<file path="src/rtl/seq_ctrl_pkg.sv">
// rtl/seq_ctrl_pkg.sv - shared types and helpers for the sequence detection controller
package seq_ctrl_pkg;

    localparam int LEN_W = 4;

    typedef enum logic [1:0] {
        IDLE = 2'd0,
        RUN  = 2'd1,
        DONE = 2'd2
    } state_t;

    function automatic logic len_ok(input logic [LEN_W-1:0] len, input int max_len);
        return (len != '0) && (int'(len) <= max_len);
    endfunction

endpackage

</file>
<file path="src/rtl/seq_match_core.sv">
// rtl/seq_match_core.sv - bit history, fill counter and masked pattern comparator
module seq_match_core
    import seq_ctrl_pkg::*;
#(
    parameter int PAT_W = 8
) (
    input  logic             clk,
    input  logic             rst,
    input  logic             i_clr,
    input  logic             i_en,
    input  logic             i_data,
    input  logic [PAT_W-1:0] i_pattern,
    input  logic [LEN_W-1:0] i_len,
    input  logic             i_overlap,
    output logic             o_hit
);

    // Only PAT_W-1 past bits are stored; the incoming bit completes the window.
    logic [PAT_W-2:0] r_hist;
    logic [LEN_W-1:0] r_fill;
    logic [PAT_W-1:0] w_hist_nxt;
    logic [PAT_W-1:0] w_mask;
    logic [LEN_W:0]   w_fill_inc;
    logic             w_full;

    assign w_hist_nxt = {r_hist, i_data};
    assign w_fill_inc = {1'b0, r_fill} + 1'b1;
    assign w_full     = (w_fill_inc >= {1'b0, i_len});

    always_comb begin
        w_mask = '0;
        for (int i = 0; i < PAT_W; i++) begin
            w_mask[i] = (LEN_W'(i) < i_len);
        end
    end

    assign o_hit = i_en && w_full && ((w_hist_nxt & w_mask) == (i_pattern & w_mask));

    always_ff @(posedge clk or posedge rst) begin
        if (rst) begin
            r_hist <= '0;
            r_fill <= '0;
        end else if (i_clr) begin
            r_hist <= '0;
            r_fill <= '0;
        end else if (i_en) begin
            r_hist <= w_hist_nxt[PAT_W-2:0];
            if (o_hit && !i_overlap) begin
                r_fill <= '0;
            end else if (w_full) begin
                r_fill <= i_len;
            end else begin
                r_fill <= w_fill_inc[LEN_W-1:0];
            end
        end
    end

endmodule

</file>
<file path="src/rtl/seq_detect_ctrl.sv">
// rtl/seq_detect_ctrl.sv - run FSM, config registers and match counter around the match core
module seq_detect_ctrl
    import seq_ctrl_pkg::*;
#(
    parameter int PAT_W = 8,
    parameter int CNT_W = 8
) (
    input  logic             clk,
    input  logic             rst,
    input  logic             cfg_valid,
    input  logic [PAT_W-1:0] cfg_pattern,
    input  logic [LEN_W-1:0] cfg_len,
    input  logic             cfg_overlap,
    input  logic [CNT_W-1:0] cfg_target,
    output logic             cfg_ready,
    output logic             cfg_err,
    input  logic             start,
    input  logic             stop,
    input  logic             data_valid,
    input  logic             data_in,
    output logic             busy,
    output logic             match,
    output logic [CNT_W-1:0] match_count,
    output logic             done
);

    state_t           r_state;
    state_t           w_state_nxt;
    logic [PAT_W-1:0] r_pattern;
    logic [LEN_W-1:0] r_len;
    logic             r_overlap;
    logic [CNT_W-1:0] r_target;
    logic [CNT_W-1:0] r_count;
    logic             r_match;
    logic             r_done;
    logic             r_cfg_err;

    logic             w_cfg_acc;
    logic             w_len_ok;
    logic             w_start_go;
    logic             w_en;
    logic             w_hit;
    logic [CNT_W-1:0] w_count_inc;
    logic             w_target_hit;

    assign w_cfg_acc    = cfg_valid && (r_state != RUN);
    assign w_len_ok     = len_ok(cfg_len, PAT_W);
    assign w_start_go   = start && (r_state != RUN);
    // stop gates the core so a same-cycle final bit never counts
    assign w_en         = (r_state == RUN) && data_valid && !stop;
    assign w_count_inc  = (&r_count) ? r_count : r_count + 1'b1;
    assign w_target_hit = w_hit && (r_target != '0) && (w_count_inc == r_target);

    seq_match_core #(
        .PAT_W(PAT_W)
    ) u_core (
        .clk      (clk),
        .rst      (rst),
        .i_clr    (w_start_go),
        .i_en     (w_en),
        .i_data   (data_in),
        .i_pattern(r_pattern),
        .i_len    (r_len),
        .i_overlap(r_overlap),
        .o_hit    (w_hit)
    );

    always_ff @(posedge clk or posedge rst) begin
        if (rst) begin
            r_state <= IDLE;
        end else begin
            r_state <= w_state_nxt;
        end
    end

    always_comb begin
        w_state_nxt = r_state;
        case (r_state)
            IDLE, DONE: if (start) w_state_nxt = RUN;
            RUN: begin
                if (stop) begin
                    w_state_nxt = IDLE;
                end else if (w_target_hit) begin
                    w_state_nxt = DONE;
                end
            end
            default: w_state_nxt = IDLE;
        endcase
    end

    always_ff @(posedge clk or posedge rst) begin
        if (rst) begin
            r_pattern <= '0;
            r_len     <= LEN_W'(1);
            r_overlap <= 1'b0;
            r_target  <= '0;
            r_cfg_err <= 1'b0;
        end else begin
            r_cfg_err <= w_cfg_acc && !w_len_ok;
            if (w_cfg_acc && w_len_ok) begin
                r_pattern <= cfg_pattern;
                r_len     <= cfg_len;
                r_overlap <= cfg_overlap;
                r_target  <= cfg_target;
            end
        end
    end

    always_ff @(posedge clk or posedge rst) begin
        if (rst) begin
            r_count <= '0;
            r_match <= 1'b0;
            r_done  <= 1'b0;
        end else begin
            r_match <= 1'b0;
            if (w_start_go) begin
                r_count <= '0;
                r_done  <= 1'b0;
            end else if (w_hit) begin
                r_match <= 1'b1;
                r_count <= w_count_inc;
                if (w_target_hit) begin
                    r_done <= 1'b1;
                end
            end
        end
    end

    assign cfg_ready   = (r_state != RUN);
    assign cfg_err     = r_cfg_err;
    assign busy        = (r_state == RUN);
    assign match       = r_match;
    assign match_count = r_count;
    assign done        = r_done;

endmodule

</file>
<file path="config.mk">
export PLATFORM = sky130hd
export DESIGN_NAME = seq_detect_ctrl
export DESIGN_NICKNAME = d
export VERILOG_FILES = /design/src/rtl/seq_ctrl_pkg.sv /design/src/rtl/seq_match_core.sv /design/src/rtl/seq_detect_ctrl.sv
export SDC_FILE = /design/constraint.sdc
export NUM_CORES = 1
export LEC_CHECK = 0
export ABC_AREA = 1
export CAP_MARGIN = 20
export CORE_UTILIZATION = 29
export CTS_CLUSTER_SIZE = 8
export DETAILED_ROUTE_END_ITERATION = 8
export PLACE_DENSITY = 0.51
export SYNTH_ARGS = -nofsm -noshare
export SYNTH_HDL_FRONTEND = slang
export SYNTH_SLANG_ARGS = --single-unit
</file>
<file path="constraint.sdc">
create_clock -name clk -period 3.64 [get_ports clk]
set_input_delay 0.728 -clock clk [delete_from_list [all_inputs] [get_ports clk]]
set_output_delay 0.728 -clock clk [all_outputs]
set_load 0.02 [all_outputs]
</file>
After elaboration in Yosys (flattened, before gate mapping)
Cells that the tools add are included.

Logic and storage cells: 75. Register bits after elaboration: 45. Input port bits: 28.

Muxes and demuxes: 18. Order comparisons: 10. Add/subtract/negate cells: 2. Reductions and logical operators: 25. Bitwise operators: 2. Eq/ne operators: 7.

Operator list (number): $mux 8 (3); $and 8x8->8 (2); $eq 8x8->1 (2); $lt 3x4->1 const A (4); $mux 4 (4); $mux 7 (2); $logic_and 1x1->1 (12); $add 8x1->8 const B (1); $lt 1x4->1 const A (2); $lt 2x4->1 const A (2); $reduce_and 8->1 (1); $reduce_bool 8->1 (1); $mux 2 (3); $reduce_bool 2->1 (3); $add 4x1->5 const B (1); $ge 5x4->1 (1); $mux 1 (5); $le 4x4->1 const B (1); $pmux 2 s2 (1); $reduce_and 2->1 (2); $reduce_bool 4->1 (1); $logic_not 1->1 (3); $ne 3x2->1 const B (1); $eq 2x1->1 const B (1); 5 further kinds (5).

Logic depth before layout (Yosys ltp)
Gate-level depths: netlist of the first run.

Depth after elaboration: 10. Gate-level depth with buffers: 16. Mapped depth without buffers: 16.

By module
Synthesis of the first run repeated with hierarchy kept, for this count alone.

Cells, all modules: 358. Area total of the unflattened synthesis: 2660.1 um^2.

Modules (own cells, without submodules): seq_detect_ctrl (area an instance 1754.2 um^2, seq. area each 852.1 um^2, cells an instance 215, instances 1); seq_match_core (area an instance 905.9 um^2, seq. area each 275.3 um^2, cells an instance 143, instances 1).

Least setup slack after synthesis of the first run
OpenSTA, ideal clock, no wires.

Path kind: reg-to-reg. Start point: reg u_core.r_fill[0]. End point: reg r_state[1]. Setup time: 0.117 ns. Period minus slack after synthesis: 2.055 ns. Data arrival time: 1.938 ns. Path slack: 1.585 ns. Path buffers: 0. Cell stages (with the launch flop): 17. Cells stage by stage: dfrtp_1 ha_1 xor2_1 ha_1 nand2_1 nand2_1 nand3_1 nand2_1 inv_1 nand3_2 nand3_2 nor2_2 nand3_2 nand2_1 nand2_1 nand2_1 nand2_1.

Cells in the longest elaborated chain, start to end: 8.

RTL lines: from (decl) (RTL line seq_match_core.sv:20) `logic [LEN_W-1:0] r_fill;`; from (signal assigned) (RTL line seq_match_core.sv:51) `r_fill <= i_len;`; from (signal assigned) (RTL line seq_match_core.sv:53) `r_fill <= w_fill_inc[LEN_W-1:0];`; $add 4x1->5 (RTL line seq_match_core.sv:27) `assign w_fill_inc = {1'b0, r_fill} + 1'b1;`; $ge 5x4->1 (RTL line seq_match_core.sv:28) `assign w_full = (w_fill_inc >= {1'b0, i_len});`; $logic_and 1x1->1 (2 in series) (RTL line seq_match_core.sv:37) `assign o_hit = i_en && w_full && ((w_hist_nxt & w_mask) == (i_pattern & w_mask));`; $logic_and 1x1->1 (2 in series) (RTL line seq_detect_ctrl.sv:52) `assign w_target_hit = w_hit && (r_target != '0) && (w_count_inc == r_target);`; $ne 3x2->1 (no line); $reduce_and 2->1 (no line); to (signal assigned) (RTL line seq_detect_ctrl.sv:72) `r_state <= w_state_nxt;`; to (decl) (RTL line seq_detect_ctrl.sv:27) `state_t r_state;`.

Every way passes these cells. A chain may end at the register's enable or synchronous reset.

Worst setup path in the final report of the first run
Start point: reg u_core.r_fill[0]. End point: reg r_count[1] (netlist: match_count[1]).

Cells in the longest elaborated chain, start to end: 5.

RTL lines: $add 4x1->5 (RTL line seq_match_core.sv:27); $ge 5x4->1 (RTL line seq_match_core.sv:28); $logic_and 1x1->1 (2 in series) (RTL line seq_match_core.sv:37); $reduce_bool 2->1 (no line); to (signal assigned) (RTL line seq_detect_ctrl.sv:121) `r_count <= w_count_inc;`; to (decl) (RTL line seq_detect_ctrl.sv:33) `logic [CNT_W-1:0] r_count;`.

Every way passes these cells.

==> impl_metrics.tcl, run 1 <==
set metrics [dict create \
    crit_family "simple AND/OR/NAND/NOR gates" \
    ctsResizeCount 0 \
    layout_min_cycle_time_ns 2.367 \
    critPathMaxStageDelay_ns 0.45 \
    grt_overflow 0 \
    io_buffers 40 \
    synth_xor_area_share_pct 2.026 \
    min_path_type "register to register" \
    syn_avg_cell_area_um2 7.432 \
    grt_pass1_vias 2069 \
    tns_ns 0 \
    path_cells "ha_1 > xor2_1 > ha_1 > nand2_1 > nand2_1 > nand3_1 > nand2_1 > inv_1 > nand3_2 > nand3_2 > clkinv_1 > nand3_1 > o21ai_0" \
    switching_share_pct 35.17 \
    critPathKind "register to register" \
    cp_slowest_cell "dfrtp_1" \
    area.growth.synth_to_final_pct 25.42 \
    cts_sinks 45 \
    cts_hold_buf 0 \
    synth_cell_type_count 28 \
    synth-simple-area-share_pct 30.82 \
    slew_violations 0 \
    peakVddDrop_mv 0.1943 \
    finalNonFillerCells 502 \
    core_mm2 0.008678 \
    ys_ff_latch 45 \
    critPathBufInv 2 \
    cp_data_arrival_time_ns 2.56 \
    syn_area_mm2 0.002594 \
    routabilityCongestion 0.7615 \
    die_area_mm2 0.009326 \
    crit_path_start "u_core.r_fill[0]$_DFFE_PP0P_" \
    wire_per_inst_um 12.10 \
    initial_core_util_pct 29.89 \
    r2r-start "u_core.r_fill[0]$_DFFE_PP0P_" \
    p_sw_uw 552.0 \
    power_density_mw_per_mm2 482.5 \
    crit_path_start_kind "register" \
    cts.path.max_buffers 2 \
    diodes 0 \
    synth.top_cells.by_area "dfrtp_1, nand2_1, inv_1" \
    finalNetCount 427 \
    worst_pin_slew_ns 0.3646 \
    relSlewSlack_pct 75.67 \
    viasPerCell 4.550 \
    syn_nets 383 \
    drt_iter0_markers 119 \
    synth_top_area_share_pct 42.45 \
    setup_violations 0 \
    yosys_warnings 0 \
    fp.dieH_um 96.57 \
    clkPwrFrac_pct 25.6 \
    dp_cells 493 \
    vias 2284 \
    p_int_mw 1.018 \
    cap_violations 0 \
    antenna_found_initial 0 \
    rsz0062_at_grt "false" \
    fmax_mhz 422.4 \
    post_cts.repair.setup_buffers 0 \
    muxShareOfSynthArea_pct 1.737 \
    skew_ns 0.01243 \
    grt_first_pass_wirelength_um 10120 \
    htree_levels 2 \
    final_antenna_net_count 0 \
    finalHoldViolations 0 \
    drt_wl_total_um 6074 \
    outcome "completed" \
    p_leak_nw 1.584 \
    row_count 34 \
    synth-seq-area-share_pct 43.46 \
    path_max_fanout 8 \
    synth_top_family_by_area "simple AND/OR/NAND/NOR gates" \
    track_usage_pct 14.17 \
    comb_power_share_pct 33.2 \
    grt_max_degree 46 \
    seqPwrFrac_pct 41.2 \
    synth-compound-area-share_pct 9.455 \
    insertion_delay_ns 0.30 \
    cts_root_buf "clkbuf_8" \
    synth_largest_area_cell "dfrtp_1" \
    drive_above_1_share_pct 9.391 \
    cts_tree "yes" \
    finalCritPeriodShare_pct 65.04 \
    drt_first_pass_iters 5 \
    hpwl_um 4675 \
    endpoint_kind "register" \
    clk_pin_slew_ns 0.09 \
    synth_adder_area_share_pct 2.894 \
    cts_buffers 5 \
    required_ns 3.83 \
    synth_cells 349 \
    pin_count 41 \
    hold_start "r_state[0]$_DFFE_PP0P_" \
    drc 0 \
    dieWidth_um 96.57 \
    crit_top_cell "nand2_1" \
]
Yosys cell counts (all sizes together):
master  instances
dfstp           1
buf             3
xor2            5
nor2           37
dfrtp          44
a21oi          16
nand4           5
o21bai          1
nand3          39
o22ai           7
ha              6
o21ai          22
clkbuf          3
nand2          97
inv            57
clkinv          1
mux2            4
xnor2           1
area by class of cell:
cell class                 count  area, um^2
clock inverter                 2       37.54
fill                         928        5425
sequential                    45        1127
clock buffer                   6       82.58
tap                          108       135.1
timing repair buffer          43       435.4
multi-input combinational    240        1217
inverter                      58       217.7
registers in the layout, summed over array words and instances (netlist names):
signal and cells:
r_state 2, r_pattern 8, r_len 4, cfg_err 1
u_core.r_hist 7, u_core.r_fill 4, match_count 8, match 1
r_target 8, done 1, r_overlap 1
per-stage QoR:
stage               total power, mW  worst slack [ns]  instance area (um^2)  hold slack (ns)  util [%]
finish                        1.570             1.273                  3253           0.4737     37.49
global route                  1.695             1.017                  3253           0.4875     37.49
CTS                           1.588             1.243                  3233           0.4776     37.25
detailed placement            1.178             1.225                  3113           0.4625     35.87
global placement              1.177             1.237                  3113           0.4602     35.87
floorplan                     1.024             1.585                  2594           0.4439         -
routing by layer:
| metal | routed length (um) | GRT usage (%) | share of wire (%) | up-vias |
|---|---|---|---|---|
| met4 | 63 | 2.941 | 1.0 | 0 |
| met2 | 2541 | 21.01 | 42 | 50 |
| met1 | 3214 | 21.24 | 53 | 1039 |
| met3 | 255 | 2.739 | 4.2 | 5 |
| li1 | - | - | - | 1190 |
| met5 | 0 | 0 | 0 | - |
power by group through the flow:
stage / combinational, mW / sequential (mW) / clock [mW]
6_report: 0.521 / 0.647 / 0.402
5_1_grt: 0.602 / 0.659 / 0.434
4_1_cts: 0.526 / 0.648 / 0.414
3_5_place_dp: 0.521 / 0.658 / 0
3_3_place_gp: 0.520 / 0.657 / 0
2_1_floorplan: 0.383 / 0.641 / 0
final timing paths:
check	cells past startpoint	slack [ns]	end
max	13	1.27	match_count[1]$_DFFE_PP0P_
min in group asynchronous	2	0.62	r_pattern[7]$_DFFE_PP0P_
min reg2reg	1	0.47	r_state[0]$_DFFE_PP0P_
max in group asynchronous	3	2.59	u_core.r_fill[1]$_DFFE_PP0P_
min	1	0.47	r_state[0]$_DFFE_PP0P_
max reg2reg	13	1.27	match_count[1]$_DFFE_PP0P_
cells in the final DEF, fill, tap and decap left out, types with 5 or more instances in the layout:
cell type        Yosys  routed
nand3_2              5       5
xor2_1               5       5
nand3_1             34      34
o21ai_0             19      19
nand2_1             91      91
clkdlybuf4s50_1      0      40
o22ai_1              7       7
nand2_2              5       5
nand4_1              5       5
a21oi_1             16      16
dfrtp_1             44      44
clkbuf_8             0       6
ha_1                 6       6
inv_1               55      54
nor2_1              31      31
cells by family (layout without fill, tap and decap cells):
logic type | count (synthesis) | after routing
AOI/OAI and AO/OA | 46 | 46
xor gates and xnor gates | 6 | 6
adders and majority gates | 6 | 6
buffers and inverters | 64 | 109
DFF | 45 | 45
muxes | 4 | 4
and+or+nand+nor | 178 | 178
(Power assumes the default switching activity.)
==> run 2: changes to the inputs <==
Clock period 3.64 ns to 2.35 ns, I/O delays scaled along.
==> impl_metrics.tcl, run 2 (same netlist as run 1, synthesis figures left out) <==
set metrics [dict create \
    grt_max_degree 25 \
    final_antenna_net_count 0 \
    fp.dieH_um 96.57 \
    required_ns 2.57 \
    area.growth.synth_to_final_pct 30.58 \
    drc 0 \
    finalNetCount 438 \
    io_buffers 40 \
    critPathKind "register to register" \
    cp_num_cells 12 \
    peakVddDrop_mv 0.3075 \
    diodes 0 \
    cap_violations 0 \
    skew_ns 0.006003 \
    cts.path.max_buffers 2 \
    crit_path_start_kind "register" \
    p_leak_nw 1.657 \
    dp_cells 500 \
    dieWidth_um 96.57 \
    viasPerCell 4.610 \
    grt_first_pass_wirelength_um 10570 \
    track_usage_pct 15.01 \
    routabilityCongestion 0.7826 \
    antenna_found_initial 0 \
    finalNonFillerCells 513 \
    core_mm2 0.008678 \
    layout_common_cells "nand2_1, inv_1, dfrtp_1" \
    insertion_delay_ns 0.30 \
    critPathMaxStageDelay_ns 0.44 \
    crit_family "simple AND/OR/NAND/NOR gates" \
    cp_data_arrival_time_ns 2.44 \
    min_path_type "register to register" \
    finalHoldViolations 0 \
    drt_wl_total_um 6401 \
    htree_levels 2 \
    setup_violations 0 \
    design_area_mm2 0.003387 \
    grt_pass1_vias 2168 \
    dpl_cell_area_mm2 0.003191 \
    row_count 34 \
    pin_count 41 \
    fmax_mhz 449.9 \
    endpoint_kind "register" \
    worst_pin_slew_ns 0.5594 \
    final_common_cell "nand2_1" \
    wire_per_inst_um 12.48 \
    critPathBufInv 1 \
    cts_buffers 5 \
    path_max_fanout 7 \
    vias 2365 \
    cts_root_buf "clkbuf_8" \
    drt_iter0_markers 92 \
    slew_violations 0 \
    power_density_mw_per_mm2 801.7 \
    cts_hold_buf 0 \
    outcome "completed" \
    postLayoutCoreUtil_pct 39.03 \
    grt_overflow 0 \
    initial_core_util_pct 29.89 \
    drive_above_1_share_pct 12.59 \
    die_area_mm2 0.009326 \
    hpwl_um 4946 \
    relSlewSlack_pct 62.65 \
    cp_slowest_cell "dfrtp_2" \
    cts_tree "yes" \
    hold_depth 1 \
    clk_pin_slew_ns 0.09 \
    path_cells "ha_2 > xor2_1 > ha_1 > nand2_1 > nand2_1 > nand3_1 > nand2_1 > inv_1 > nand3_4 > nand3_4 > nand2_1 > o21ai_0" \
    finalCritPeriodShare_pct 94.58 \
    fillers 925 \
    cts_sinks 45 \
    crit_top_cell "nand2_1" \
    layout_min_cycle_time_ns 2.223 \
    drt_first_pass_iters 4 \
    reg2reg_depth 12 \
]
## run 2: changes by cell type in the layout (fill, tap and decap cells not counted), moves of 2 or more
cell / delta
nand3_2: -2
nand3_4: +2
buf_4: +10
clkinv_2: +2
## run 2: routing by layer
layer	GRT usage (%)	wire, um	up-vias
met5	0	0	-
met4	4.534	120	0
met3	2.739	258	10
met2	21.89	2768	59
met1	22.30	3254	1080
li1	-	-	1216
## run 2: final cells by class
cell class                 count  area, um^2  share of cell area [%]
multi-input combinational    240        1240                   36.61
sequential                    45        1129                   33.32
timing repair buffer          54       530.5                   15.66
inverter                      58       219.0                   6.465
tap                          108       135.1                   3.990
clock buffer                   5       68.82                   2.032
clock inverter                 3       65.06                   1.921
## run 2: repair_timing
item / CTS / global route
pin swaps: 0 / 2
setup endpoints to repair: 7 / 15
buffers inserted: 0 / 5
resized for setup: 1 / 5
## run 2: report_power, final
part / internal, mW / switching (mW) / leakage (nW)
clock: 0.423 / 0.279 / 0.0681
combinational: 0.455 / 0.562 / 1.03
sequential: 0.907 / 0.0887 / 0.561
total: 1.79 / 0.930 / 1.66
## run 2: through the flow
stage	setup TNS [ns]	hold WS, ns	power (mW)	setup WS (ns)
after floorplan	0	0.4439	1.587	0.2953
after global placement	0	0.4631	1.824	0.1129
after detailed placement	-0.1441	0.4768	1.845	-0.04510
after CTS	0	0.4893	2.550	0.01089
after global routing	-0.003664	0.5022	2.895	-0.003664
final	0	0.4867	2.715	0.1273
## run 2: final timing paths
kind,startpoint,to,slack [ns]
setup reg to reg,u_core.r_fill[0]$_DFFE_PP0P_,match_count[6]$_DFFE_PP0P_,0.13
max in group asynchronous,rst,r_len[3]$_DFFE_PP0P_,1.24
hold reg to reg,r_state[0]$_DFFE_PP0P_,r_state[0]$_DFFE_PP0P_,0.49
hold / removal,r_state[0]$_DFFE_PP0P_,r_state[0]$_DFFE_PP0P_,0.49
min in group asynchronous,rst,r_overlap$_DFFE_PP0P_,0.54
setup / recovery,u_core.r_fill[0]$_DFFE_PP0P_,match_count[6]$_DFFE_PP0P_,0.13
